--- src/rtl/wb_regfile.sv ---
// wb_regfile: architectural register file fed by the write-back stage.
// A write-back slot is staged for one cycle and then committed to a
// 2^ADDR_W-entry array. Two combinational read ports resolve, in order:
// index 0, live write-back input (optional), staging register, array.
// Optional feature macro: WB_REGFILE_INPUT_BYPASS_EN forwards the live
// write-back input to the read ports in the same cycle.
module wb_regfile #(
    parameter int DATA_W = 32,
    parameter int ADDR_W = 5
) (
    input  logic              clk,
    input  logic              rst_n,
    input  logic              wb_valid,
    input  logic [ADDR_W-1:0] wb_rd,
    input  logic [DATA_W-1:0] wb_data,
    input  logic [ADDR_W-1:0] rs1_addr,
    input  logic [ADDR_W-1:0] rs2_addr,
    output logic [DATA_W-1:0] rs1_data,
    output logic [DATA_W-1:0] rs2_data,
    output logic              stg_busy,
    output logic [31:0]       retired_count
);

    localparam int unsigned DEPTH = 1 << ADDR_W;

    logic              r_stg_valid;
    logic [ADDR_W-1:0] r_stg_rd;
    logic [DATA_W-1:0] r_stg_data;
    logic [DATA_W-1:0] r_mem [DEPTH];
    logic [31:0]       r_retired_count;

    logic              w_wb_take;
    logic              w_rs1_zero;
    logic              w_rs2_zero;
    logic              w_rs1_stg_hit;
    logic              w_rs2_stg_hit;
    logic              w_rs1_wb_hit;
    logic              w_rs2_wb_hit;

    // Writes to register 0 are architecturally discarded and never stage.
    assign w_wb_take = wb_valid && (wb_rd != '0);

    assign w_rs1_zero    = (rs1_addr == '0);
    assign w_rs2_zero    = (rs2_addr == '0);
    assign w_rs1_stg_hit = r_stg_valid && (r_stg_rd == rs1_addr);
    assign w_rs2_stg_hit = r_stg_valid && (r_stg_rd == rs2_addr);

`ifdef WB_REGFILE_INPUT_BYPASS_EN
    assign w_rs1_wb_hit = w_wb_take && (wb_rd == rs1_addr);
    assign w_rs2_wb_hit = w_wb_take && (wb_rd == rs2_addr);
`else
    assign w_rs1_wb_hit = 1'b0;
    assign w_rs2_wb_hit = 1'b0;
`endif

    // Stage the incoming write-back slot for one cycle.
    always_ff @(posedge clk or negedge rst_n) begin
        if (!rst_n) begin
            r_stg_valid <= 1'b0;
            r_stg_rd    <= '0;
            r_stg_data  <= '0;
        end else begin
            r_stg_valid <= w_wb_take;
            r_stg_rd    <= wb_rd;
            r_stg_data  <= wb_data;
        end
    end

    // Commit the staged write; a write staged when reset hits is dropped.
    always_ff @(posedge clk or negedge rst_n) begin
        if (!rst_n) begin
            for (int unsigned i = 0; i < DEPTH; i++) begin
                r_mem[i] <= '0;
            end
        end else if (r_stg_valid) begin
            r_mem[r_stg_rd] <= r_stg_data;
        end
    end

    // Count every accepted write-back slot, including those to register 0.
    always_ff @(posedge clk or negedge rst_n) begin
        if (!rst_n) begin
            r_retired_count <= '0;
        end else if (wb_valid) begin
            r_retired_count <= r_retired_count + 32'd1;
        end
    end

    // Read port 1: zero register, live input, staging, then array.
    always_comb begin
        rs1_data = r_mem[rs1_addr];
        if (w_rs1_zero) begin
            rs1_data = '0;
        end else if (w_rs1_wb_hit) begin
            rs1_data = wb_data;
        end else if (w_rs1_stg_hit) begin
            rs1_data = r_stg_data;
        end
    end

    // Read port 2: same resolution order as port 1, independently.
    always_comb begin
        rs2_data = r_mem[rs2_addr];
        if (w_rs2_zero) begin
            rs2_data = '0;
        end else if (w_rs2_wb_hit) begin
            rs2_data = wb_data;
        end else if (w_rs2_stg_hit) begin
            rs2_data = r_stg_data;
        end
    end

    assign stg_busy      = r_stg_valid;
    assign retired_count = r_retired_count;

endmodule

--- config.mk ---
export PLATFORM = sky130hd
export DESIGN_NAME = wb_regfile
export DESIGN_NICKNAME = d
export VERILOG_FILES = /design/src/rtl/wb_regfile.sv
export SDC_FILE = /design/constraint.sdc
export NUM_CORES = 2
export LEC_CHECK = 0
export BUFFER_PORTS_ARGS = -buffer_cell sky130_fd_sc_hd__buf_2
export CORE_AREA = 5 5 325 327
export CTS_CLUSTER_SIZE = 8
export DETAILED_ROUTE_END_ITERATION = 8
export DIE_AREA = 0 0 330 332
export PLACE_DENSITY_LB_ADDON = 0.15
export SETUP_SLACK_MARGIN = 0.02
export SLEW_MARGIN = 10
export SYNTH_ARGS = -nofsm -noshare
export SYNTH_HDL_FRONTEND = slang
export SYNTH_SLANG_ARGS = --single-unit
--- constraint.sdc ---
create_clock -name clk -period 2 [get_ports clk]
set_clock_uncertainty 0.1 [all_clocks]
set_input_delay 0 -clock clk [delete_from_list [all_inputs] [get_ports clk]]
set_output_delay 0 -clock clk [all_outputs]
set_load 0.1 [all_outputs]
**Yosys cells after proc, flatten, opt, wreduce, memory -nomap -nowiden**

Index checks and enable logic that the tools add are counted.

- RAM bits: 0
- Memories kept: 0
- Logic and storage cells: 66
- Bits in latches: 0
- Register bits after elaboration: 1094
- Memory bits (read-only): 0
- Input port bits: 50

- Div/mod/pow operators: 0
- Order comparisons: 4
- $add $sub $neg: 1
- Bitwise gates (word level): 3
- Mux-type cells: 13
- Multipliers: 0
- Shift-type cells: 0
- Equality and inequality tests: 2
- Reductions and logical operators: 7

Operators by type and width:

| cell | number |
|---|---|
| $bwmux 1024 | 1 |
| $bmux 32 s5 | 2 |
| $mux 32 | 9 |
| $demux 32 s5 | 1 |
| $add 32x1->32 const B | 1 |
| $ge 6x6->1 const B | 3 |
| $not 5->6 | 3 |
| $eq 5x5->1 | 2 |
| $logic_not 5->1 | 2 |
| $lt 6x1->1 const B | 1 |
| $reduce_bool 5->1 | 1 |
| $logic_and 1x1->1 | 4 |

**Depth between registers and ports, before layout**

- Depth after elaboration: 6
- Mapped depth: 9
- Gate-level depth less buffers: 6

**Worst setup path before layout**

Ideal clock, no wire load.

- Path kind: register to output
- Start: reg r_stg_valid, in the netlist stg_busy
- End: out rs2_data[24]
- Setup slack: -2.108 ns
- Arrival: 4.008 ns
- Stages on the path, launching flop included: 7
- Cell sequence: dfrtp_1 > clkbuf_1 > nand2_1 > or2_2 > buf_2 > and4_1 > nor3_1

- Longest elaborated chain between the ends: 3

RTL lines:

| element | RTL line | source |
|---|---|---|
| start, declared | 26 | `logic r_stg_valid;` |
| start signal, assigned | 63 | `r_stg_valid <= w_wb_take;` |
| $logic_and 1x1->1 | 46 | `assign w_rs2_stg_hit = r_stg_valid && (r_stg_rd == rs2_addr);` |
| $mux 32 | 108 | `end else if (w_rs2_stg_hit) begin` |
| $mux 32 | 104 | `if (w_rs2_zero) begin` |
| end, declared | 19 | `output logic [DATA_W-1:0] rs2_data,` |

No other way between the ends.

**Worst setup path after layout**

- Start: reg r_stg_rd[1]
- End: out rs2_data[17]

- Longest elaborated chain between the ends: 4

RTL lines:

| element | RTL line | source |
|---|---|---|
| start, declared | 27 | `logic [ADDR_W-1:0] r_stg_rd;` |
| start signal, assigned | 64 | `r_stg_rd <= wb_rd;` |
| $eq 5x5->1 | 46 |  |
| $logic_and 1x1->1 | 46 |  |
| $mux 32 | 108 |  |
| $mux 32 | 104 |  |

No other way between the ends.

==> reports/results.ini <==
[status]
run_status = complete, but fails checks
violated_checks = negative setup slack

[cts]
clock-root-buffer = sky130_fd_sc_hd__clkbuf_16
max-clock-path-buffers = 3
sink_count = 1094
path_clk_slew_ns = 0.05
tritoncts_clock_tree = yes
clock_tree.htree_level_count = 4
clock_insertion_delay_worst_skew_ns = 0.77
tritoncts.num_buffers = 155

[setup_path]
timing.critical_path.cells = xnor2_1 -> nand4_1 -> or2_4 -> buf_12 -> buf_12 -> a41oi_4 -> buf_12
timing.critical_path.to_type = output port
timing.critical_path.required_ns = 1.90
worstSetupStartpointType = flop
timing.critical_path.slowest_stage_cell = sky130_fd_sc_hd__dfrtp_2
worst_path_largest_cell_delay_ns = 0.45
worst_ep_arrival_time_ns = 3.01
critical-path-top-cell-by-count = sky130_fd_sc_hd__buf_12
path_class = flop to output port
critical_path_peak_fanout = 8

[logic_synthesis]
synth_area_leader_cell = sky130_fd_sc_hd__dfrtp_1
netlist-cell-type-count = 56
synth-seq-cells = 1094
synth_commonest_cells = sky130_fd_sc_hd__dfrtp_1, sky130_fd_sc_hd__mux2_2, sky130_fd_sc_hd__mux4_2
number_of_flops_mapped_to_enable_cells_by_yosys = 0
synth_ff_type = sky130_fd_sc_hd__dfrtp_1
synthCells = 3922
synth_top_cell_area_share_pct = 47.39
syn-num-nets = 3973
netlist_top_cells_area = sky130_fd_sc_hd__dfrtp_1, sky130_fd_sc_hd__mux2_2, sky130_fd_sc_hd__mux4_2, sky130_fd_sc_hd__mux2i_1, sky130_fd_sc_hd__clkbuf_1
syn-cell-area_um2 = 57770
async_reset_ff_share_pct = 100.0
synth_most_common_cell = sky130_fd_sc_hd__dfrtp_1
postSynthAreaPerCell_um2 = 14.73
ys_warn_count = 0
synth_seq_area_share_pct = 47.39

[placed_design]
place_area_um2 = 68530
routabilityCongestion = 0.9360
pre_cts_ws_ns = -0.4404
hpwlAfterDp_um = 139500
dpl.cell_count = 5784
io_buffer_count = 146

[die]
fp.coreArea_um2 = 102600
chipHeight_um = 332
design.die.area_um2 = 109600
die-width_um = 330
std_cell_rows = 118
num_io_pins = 147
start_util_pct = 56.30

[worst_hold_path]
timing.hold.worst.class = input port to flop

[sta]
achievable-frequency_mhz = 321.9
tightest_slew_ns = 1.143
period_minus_slack_ns = 3.107
finalMaxSlewViolations = 0
hold_violations = 0
rsz0062_at_grt = true
layout_worst_path_cycle_share_pct = 155.4
final-setup-viol-count = 1087
fin_worst_hold_slack_ns = 0.08682
slew_headroom_pct = 23.63
setup_ws_ns = -1.107
setup-tns-final_ns = -291.32

[global_routing]
first_pass_grt_wire_length_um = 309700
gr-usage-all-layers_pct = 38.56
grt_pass1_vias = 44146
grt_max_degree = 104
initial_antenna_violation_count = 3
overflow_left_after_global_routing = 0

[finish]
seq_area_um2 = 27450
multi_input_gate_area_in_the_final_layout_um2 = 31040
fin_nets = 4779
filler_cell_count = 6161
final_area_um2 = 76390
utilization_pct = 74.44
final_layout_size_suffix_gt1_share_pct = 60.49
syn2layout_area_growth_pct = 32.23
final_cell_count_no_fill = 6131

[pwr]
vdd_ir_drop_max_v = 0.001778
power.static_leakage_nw = 33.84
power_per_cell_area_nw_per_um2 = 957.5
post-layout-total-power_mw = 73.14

[drt]
drt.antenna.violating_nets = 0
detail_route.wl_per_cell_um = 35.05
via_cell_ratio = 7.051
drt-total-wl_um = 214900
vias = 43231
detailedRoute.firstIterationViolations = 5379
drcViolationCount = 0
drt_first_pass_iters = 5

[run]
max_cap_violations = 0

[final timing paths]
| kind | from | end | slack [ns] | cells past startpoint |
|---|---|---|---|---|
| setup / recovery | r_stg_rd[1] | rs2_data[17] | -1.11 | 7 |
| hold / removal | wb_rd[4] | stg_busy | 0.09 | 4 |
| setup reg to reg | r_stg_rd[3] | r_mem[299] | -0.40 | 10 |
| hold reg to reg | retired_count[31] | retired_count[31] | 0.37 | 1 |
| max in group asynchronous | rst_n | r_mem[535] | 0.48 | 6 |
| min in group asynchronous | rst_n | r_mem[513] | 0.34 | 4 |
[repair_timing]
item,in CTS,in global routing
setup buffers,50,27
resized for setup,283,132
cloned,10,12
hold buffers,78,0
endpoints found under the setup margin,693,1088
hold endpoints to repair,1159,0
pin swaps,60,44
[layout by cell type, fill, tap and decap left out, types with 18 or more instances in the layout]
cell type                          n
sky130_fd_sc_hd__nand4_1          20
sky130_fd_sc_hd__dlygate4sd3_1    77
sky130_fd_sc_hd__a22oi_1          69
sky130_fd_sc_hd__dfrtp_1        1070
sky130_fd_sc_hd__nor2_4           23
sky130_fd_sc_hd__o211ai_1         19
sky130_fd_sc_hd__clkbuf_16       174
sky130_fd_sc_hd__nor2_1           34
sky130_fd_sc_hd__nand3_1          31
sky130_fd_sc_hd__buf_4           531
sky130_fd_sc_hd__mux2i_1         120
sky130_fd_sc_hd__a21oi_2          22
sky130_fd_sc_hd__buf_2            74
sky130_fd_sc_hd__a21oi_1          33
sky130_fd_sc_hd__a211o_4          25
sky130_fd_sc_hd__nand2_1          81
sky130_fd_sc_hd__xnor2_1          24
sky130_fd_sc_hd__a211oi_1         44
sky130_fd_sc_hd__nor2b_1          30
sky130_fd_sc_hd__mux4_2          458
sky130_fd_sc_hd__o22ai_1          20
sky130_fd_sc_hd__a22o_1           22
sky130_fd_sc_hd__a21oi_4          18
sky130_fd_sc_hd__o21ai_0          27
sky130_fd_sc_hd__mux2_4          319
sky130_fd_sc_hd__mux2_2          734
sky130_fd_sc_hd__buf_6            60
sky130_fd_sc_hd__buf_12          267
sky130_fd_sc_hd__a221o_1          24
sky130_fd_sc_hd__a221oi_1         33
[sequential cells by signal, indices dropped and copies added, names as in the netlist]
signal,flops
r_stg_rd,5
stg_busy,1
retired_count,32
r_stg_data,32
r_mem,1024
[cells by family (layout without fill, tap and decap cells)]
family,Yosys count,count (layout),synth area share (%)
other,0,3,0
DFF,1094,1094,47.39
muxes,1631,1631,40.46
AOI/OAI and AO/OA,427,427,5.350
and+or+nand+nor,320,320,2.727
xor gates and xnor gates,41,41,0.6216
adders and majority gates,1,1,0.02166
buffers and inverters,408,1234,3.427
[final cells by class]
class | count | share of cell area, %
clock buffers | 169 | 5.271
flip-flops and latches | 1094 | 35.93
diodes | 3 | 0.009828
repair buffers | 1049 | 15.72
well taps | 1380 | 2.260
multi-input cells | 2420 | 40.64
clock inverters | 8 | 0.1261
inverters | 8 | 0.03931
[metal layers]
metal	part of all wire (%)	vias up	global-route usage (%)
li1	-	16748	-
met1	38	22941	54.23
met2	44	2855	55.81
met3	12	685	11.90
met4	5.9	2	17.18
met5	0.0084	-	0.2218
[power by group]
| part | switching, mW | internal, mW |
|---|---|---|
| sequential | 3.34 | 26.4 |
| combinational | 8.78 | 11.1 |
| clock | 9.60 | 14.0 |
| total | 21.7 | 51.4 |
[worst max-delay path: cells and delay by family (launching register included)]
family,cells,cell delay (ns)
buffers and inverters,3,0.56
XOR/XNOR,1,0.23
AO/OA/AOI/OAI,1,0.31
flip-flops,1,0.45
AND/OR/NAND/NOR,2,0.69
Power figures use the tool's default switching activity.
